$ cat src/rtl/rv_fwd_pkg.sv
// Shared forwarding definitions: operand source codes, bypass FSM states and
// opcode constants common to forwarding_unit and operand_bypass_unit.
package rv_fwd_pkg;

    localparam logic [1:0] SRC_REG  = 2'd0;
    localparam logic [1:0] SRC_ALU1 = 2'd1;
    localparam logic [1:0] SRC_ALU2 = 2'd2;
    localparam logic [1:0] SRC_MEM  = 2'd3;

    typedef enum logic [1:0] {
        ST_RUN    = 2'd0,
        ST_STALL  = 2'd1,
        ST_REPLAY = 2'd2
    } bypass_state_e;

    localparam logic [6:0] OPC_LOAD   = 7'b0000011;
    localparam logic [6:0] OPC_STORE  = 7'b0100011;
    localparam logic [6:0] OPC_OP     = 7'b0110011;
    localparam logic [6:0] OPC_OP_IMM = 7'b0010011;
    localparam logic [6:0] OPC_BRANCH = 7'b1100011;
    localparam logic [6:0] OPC_LUI    = 7'b0110111;
    localparam logic [6:0] OPC_AUIPC  = 7'b0010111;
    localparam logic [6:0] OPC_JAL    = 7'b1101111;
    localparam logic [6:0] OPC_JALR   = 7'b1100111;

    // Number of non-register operand selections in one issued instruction;
    // rs2 does not count when the immediate replaces it.
    function automatic logic [1:0] fwd_incr(input logic [1:0] rs1_src,
                                            input logic [1:0] rs2_src,
                                            input logic       invalid);
        logic [1:0] n;
        n = {1'b0, rs1_src != SRC_REG};
        n = n + {1'b0, (rs2_src != SRC_REG) && !invalid};
        return n;
    endfunction

endpackage

$ cat src/rtl/bypass_mux.sv
// Combinational 4:1 operand select driven by a forwarding source code.
module bypass_mux
    import rv_fwd_pkg::*;
#(
    parameter int XLEN = 32
) (
    input  logic [1:0]      src,
    input  logic [XLEN-1:0] rf_data,
    input  logic [XLEN-1:0] hist1,
    input  logic [XLEN-1:0] hist2,
    input  logic [XLEN-1:0] mem_data,
    output logic [XLEN-1:0] y
);

    always_comb begin
        y = rf_data;
        case (src)
            SRC_REG:  y = rf_data;
            SRC_ALU1: y = hist1;
            SRC_ALU2: y = hist2;
            SRC_MEM:  y = mem_data;
            default:  y = rf_data;
        endcase
    end

endmodule

$ cat src/rtl/operand_bypass_unit.sv
// Execute-stage operand registers fed from RF, ALU history or load data, with load-use
// stall/replay sequencing. Define BYPASS_STATS_EN to add the fwd_count/stall_count counters.
module operand_bypass_unit
    import rv_fwd_pkg::*;
#(
    parameter int XLEN      = 32,
    parameter int MAX_STALL = 8
`ifdef BYPASS_STATS_EN
    ,
    parameter int CNT_W     = 16
`endif
) (
    input  logic            clk,
    input  logic            reset2,
    input  logic [1:0]      rs1_src,
    input  logic [1:0]      rs2_src,
    input  logic            busy,
    input  logic            invalid,
    input  logic [XLEN-1:0] rf_rs1_data,
    input  logic [XLEN-1:0] rf_rs2_data,
    input  logic [XLEN-1:0] imm,
    input  logic [XLEN-1:0] alu_result,
    input  logic [XLEN-1:0] load_data,
    input  logic            load_valid,
    output logic [XLEN-1:0] op_a,
    output logic [XLEN-1:0] op_b,
    output logic            op_valid,
    output logic            stall,
    output logic            stall_err
`ifdef BYPASS_STATS_EN
    ,
    output logic [CNT_W-1:0] fwd_count,
    output logic [CNT_W-1:0] stall_count
`endif
);

    localparam int TMR_W = $clog2(MAX_STALL) + 1;
    localparam logic [TMR_W-1:0] TMR_LAST = TMR_W'(MAX_STALL - 1);

    bypass_state_e   state, state_nxt;
    logic [XLEN-1:0] hist1, hist2, load_q;
    logic [XLEN-1:0] mem_data, a_sel, b_sel, b_fin;
    logic [TMR_W-1:0] timer;
    logic            issue, timeout;

    // A replayed instruction consumes the captured load, not whatever is on the bus now.
    assign mem_data = (state == ST_REPLAY) ? load_q : load_data;

    bypass_mux #(.XLEN(XLEN)) u_mux_a (
        .src      (rs1_src),
        .rf_data  (rf_rs1_data),
        .hist1    (hist1),
        .hist2    (hist2),
        .mem_data (mem_data),
        .y        (a_sel)
    );

    bypass_mux #(.XLEN(XLEN)) u_mux_b (
        .src      (rs2_src),
        .rf_data  (rf_rs2_data),
        .hist1    (hist1),
        .hist2    (hist2),
        .mem_data (mem_data),
        .y        (b_sel)
    );

    assign b_fin = invalid ? imm : b_sel;
    assign stall = (state == ST_STALL);

    always_comb begin
        state_nxt = state;
        issue     = 1'b0;
        timeout   = 1'b0;
        case (state)
            ST_RUN: begin
                issue = !busy;
                if (busy)
                    state_nxt = ST_STALL;
            end
            ST_STALL: begin
                // load_valid beats the timeout on the same cycle
                if (load_valid) begin
                    state_nxt = ST_REPLAY;
                end else if (timer == TMR_LAST) begin
                    timeout   = 1'b1;
                    state_nxt = ST_RUN;
                end
            end
            ST_REPLAY: begin
                issue     = 1'b1;
                state_nxt = busy ? ST_STALL : ST_RUN;
            end
            default: state_nxt = ST_RUN;
        endcase
    end

    always_ff @(posedge clk or negedge reset2) begin
        if (!reset2) begin
            state     <= ST_RUN;
            op_a      <= '0;
            op_b      <= '0;
            op_valid  <= 1'b0;
            stall_err <= 1'b0;
            hist1     <= '0;
            hist2     <= '0;
            load_q    <= '0;
            timer     <= '0;
        end else begin
            state     <= state_nxt;
            op_valid  <= issue;
            stall_err <= timeout;
            if (issue) begin
                op_a <= a_sel;
                op_b <= b_fin;
            end
            // History freezes while stalled so the replayed selects still line up.
            if (state != ST_STALL) begin
                hist2 <= hist1;
                hist1 <= alu_result;
            end
            if (state == ST_STALL && load_valid)
                load_q <= load_data;
            timer <= (state == ST_STALL) ? timer + 1'b1 : '0;
        end
    end

`ifdef BYPASS_STATS_EN
    localparam logic [CNT_W-1:0] CNT_MAX = '1;

    logic [1:0]       fwd_inc;
    logic [CNT_W+1:0] fwd_sum;

    assign fwd_inc = issue ? fwd_incr(rs1_src, rs2_src, invalid) : 2'd0;
    assign fwd_sum = {2'b00, fwd_count} + {{CNT_W{1'b0}}, fwd_inc};

    always_ff @(posedge clk or negedge reset2) begin
        if (!reset2) begin
            fwd_count   <= '0;
            stall_count <= '0;
        end else begin
            fwd_count <= (fwd_sum > {2'b00, CNT_MAX}) ? CNT_MAX : fwd_sum[CNT_W-1:0];
            if (state == ST_STALL && stall_count != CNT_MAX)
                stall_count <= stall_count + 1'b1;
        end
    end
`endif

endmodule
$ cat config.mk
export PLATFORM = sky130hd
export DESIGN_NAME = operand_bypass_unit
export DESIGN_NICKNAME = d
export VERILOG_FILES = /design/src/rtl/rv_fwd_pkg.sv /design/src/rtl/bypass_mux.sv /design/src/rtl/operand_bypass_unit.sv
export SDC_FILE = /design/constraint.sdc
export NUM_CORES = 1
export LEC_CHECK = 0
export CAP_MARGIN = 20
export CORE_UTILIZATION = 49
export DETAILED_ROUTE_END_ITERATION = 12
export GPL_ROUTABILITY_DRIVEN = 0
export PLACE_DENSITY = 0.84
export SLEW_MARGIN = 20
export SYNTH_ARGS = -nofsm -noshare
export SYNTH_HDL_FRONTEND = slang
export SYNTH_SLANG_ARGS = --single-unit
$ cat constraint.sdc
create_clock -name clk -period 2.5 [get_ports clk]
set_input_delay 0.25 -clock clk [delete_from_list [all_inputs] [get_ports clk]]
set_output_delay 0.25 -clock clk [all_outputs]
set_load 0.05 [all_outputs]
==> run summary <==
reg2reg setup slack: 0.34 ns
antenna-violating nets left: 0
gr busiest metal: met2
Pleak: 0.00484 uW
Num CTS Buffers: 17
sequential area share after synthesis: 49.8%
antenna violations before repair: 2
row count: 47
Nets: 1,152
Tot Pwr: 11,500 uW
FFs w/ async S/R, synth: 100%
ranking of synthesized cells by area: dfrtp_1 (50%), mux2_2 (8.8%), mux4_2 (8.5%)
fin. max-slew vios: 0
outcome: completed
DP Cell Count: 1,182
DRT Pass-1 Iters: 5
fraction of layout cells with a size suffix above 1: 19.7%
Finish-stage setup viols: 0
Initial Utilization: 50.6%
first-pass GRT wire length: 40.1 mm
CTS tree: yes
Setup crit end kind: primary output
Syn Inst Count: 774
Startpoint Class: flop
RSZ-0062 raised after global routing: false
Chip Width: 133 um
placed cell area: 0.0110 mm2
Max VDD drop: 0.000651 V
post-synth top area cell: dfrtp_1
critical path type: reg2out
most common cell in the netlist: dfrtp_1
HPWL after detailed placement: 17.4 mm
Final min period: 2.37 ns
top-area cell type share of the netlist area: 49.8%
number of enable flip-flop cells after synthesis: 0
Max-slew headroom: 42.2%
Synth Net Count: 944
fin util: 69.6%
DR vias: 7,109
Layout Cells excl Fill: 1,214
Worst Skew: 0.00895 ns
die height: 133 um
Yosys warnings: 0
Netlist cell types: 28
io pins: 236
pin count of the biggest net entering global routing: 71
period utilisation layout: 94.7%
synth-to-layout area growth: 37.6%
HP Class: in2reg
synth cell count leaders: dfrtp_1 (168), o21ai_0 (128), nand2_1 (98), mux2_2 (66), a21oi_1 (64)
hold_sp: invalid
R2R depth: 5
Fmax achieved: 422 MHz
DRC Markers: 0
input/output buffers: 235
Worst Path Arrival: 2.12 ns
worst-margin pin slew: 0.862 ns
total grt overflow: 0
r2r endpoint: op_a[31]$_DFFE_PN0P_
Crit Reg-Reg Startpoint: state[1]$_DFFE_PN0P_
Hold Violations, Final: 0
WL per Instance: 21.2 um
pwr/cell area: 988 mW/mm2
Initial DRC Count: 526
vias in the first global route: 7,390
core region area: 0.0167 mm2
peak fanout along the critical path: 66
Final Instance Area: 0.0116 mm2
met1 Use GR: 38.8%
Mean Syn Cell Area: 10.9 um2
die area: 0.0178 mm2
drt total wl: 25.7 mm
MaxCap Viol Count: 0
Clk Latency, worst-skew pair: 0.43 ns
Worst EP required: 2.25 ns
Worst-path clk slew: 0.06 ns
drt via density: 5.86
Root Buffer: clkbuf_16
Clock Sinks: 168
clock buffer depth: 2
Total Negative Setup Slacks: 0 ns
GRT Overall Usage: 30.0%
ys flop type: dfrtp_1
H-tree depth: 4
hold path depth: 4
global routing met2 resource utilization: 50.0%
Worst Hold End: op_b[25]$_DFFE_PN0P_
Mapped Area: 0.00844 mm2
#FFs+latches synth: 168
routing usage on met3: 6.05%
report_power, final:
part	internal (uW)	switching, uW
logic	1880	2730
clock network	1640	1060
registers	3610	561
how the worst max path moves through the flow:
stage                     slack [ns]                   end            startpoint  cells after the start
after floorplan                 0.48  op_a[10]$_DFFE_PN0P_  state[0]$_DFFE_PN0P_                      7
after global placement          0.38  op_a[30]$_DFFE_PN0P_                  busy                      7
after detailed placement        0.29  op_b[15]$_DFFE_PN0P_                  busy                      6
after CTS                      0.007                 stall  state[0]$_DFFE_PN0P_                      5
after global routing            0.03                 stall  state[0]$_DFFE_PN0P_                      5
final                           0.13                 stall  state[0]$_DFFE_PN0P_                      5
cells by family (layout without fill, tap and decap cells):
| logic type | Yosys count | after routing | synth area share, % |
|---|---|---|---|
| other cells | 0 | 1 | 0 |
| xor+xnor | 2 | 2 | 0.208 |
| simple gates | 144 | 144 | 7.17 |
| compound gates | 225 | 225 | 14.8 |
| flops | 168 | 168 | 49.8 |
| buf+inv | 106 | 325 | 5.20 |
| fa+ha+maj | 1 | 1 | 0.148 |
| mux | 128 | 128 | 22.7 |
metal layers:
metal,routed length (um),vias to the layer above
met5,10,-
met4,546,2
met3,2070,46
met2,12500,368
met1,10500,3511
li1,-,3182
through the flow:
step / hold WS [ns] / setup slack (ns)
after floorplan: -0.0456 / 0.483
after global placement: 0.297 / 0.378
after detailed placement: 0.304 / 0.285
after CTS: 0.280 / 0.00678
after global routing: 0.340 / 0.0272
final: 0.299 / 0.132
registers in the layout (all words and copies together), names as in the netlist, 2 cells and up:
| signal | flops |
|---|---|
| hist1 | 32 |
| hist2 | 32 |
| load_q | 32 |
| op_a | 32 |
| op_b | 32 |
| timer | 4 |
| state | 2 |
timing repair:
item,in CTS,in global routing
setup buffers,0,0
setup endpoints to repair,0,1
gates resized for setup,0,1
hold endpoints to repair,66,0
hold buffers,1,0
placed cells by master, fill, tap and decap left out, drive strengths merged:
master	instances
nor3	33
nor2	4
clkinvlp	1
nand2b	1
clkdlybuf4s50	228
nand2	98
o21ai	128
or2	2
inv	37
clkbuf	22
nor4	1
and2	2
nor2b	2
ha	1
xor2	1
a221oi	32
o32ai	1
buf	29
dlygate4sd3	1
a21oi	64
mux4	32
nand3	1
diode	1
dfrtp	168
mux2	96
clkinv	4
bufinv	3
xnor2	1
layout make-up:
class | instances | area (um2)
inverters | 37 | 139
fillers | 1257 | 5080
flip-flops and latches | 168 | 4210
clock buffers | 22 | 474
clock inverters | 8 | 121
well taps | 220 | 275
diodes | 1 | 2.50
multi-input cells | 500 | 3820
repair buffers | 258 | 2580
critical path: stages (launching register included):
cell and delay, ns:
dfrtp_2 0.42, buf_4 0.43, nand2b_2 0.12, inv_2 0.09
buf_6 0.41, buf_12 0.20
(Power assumes the default switching activity.)
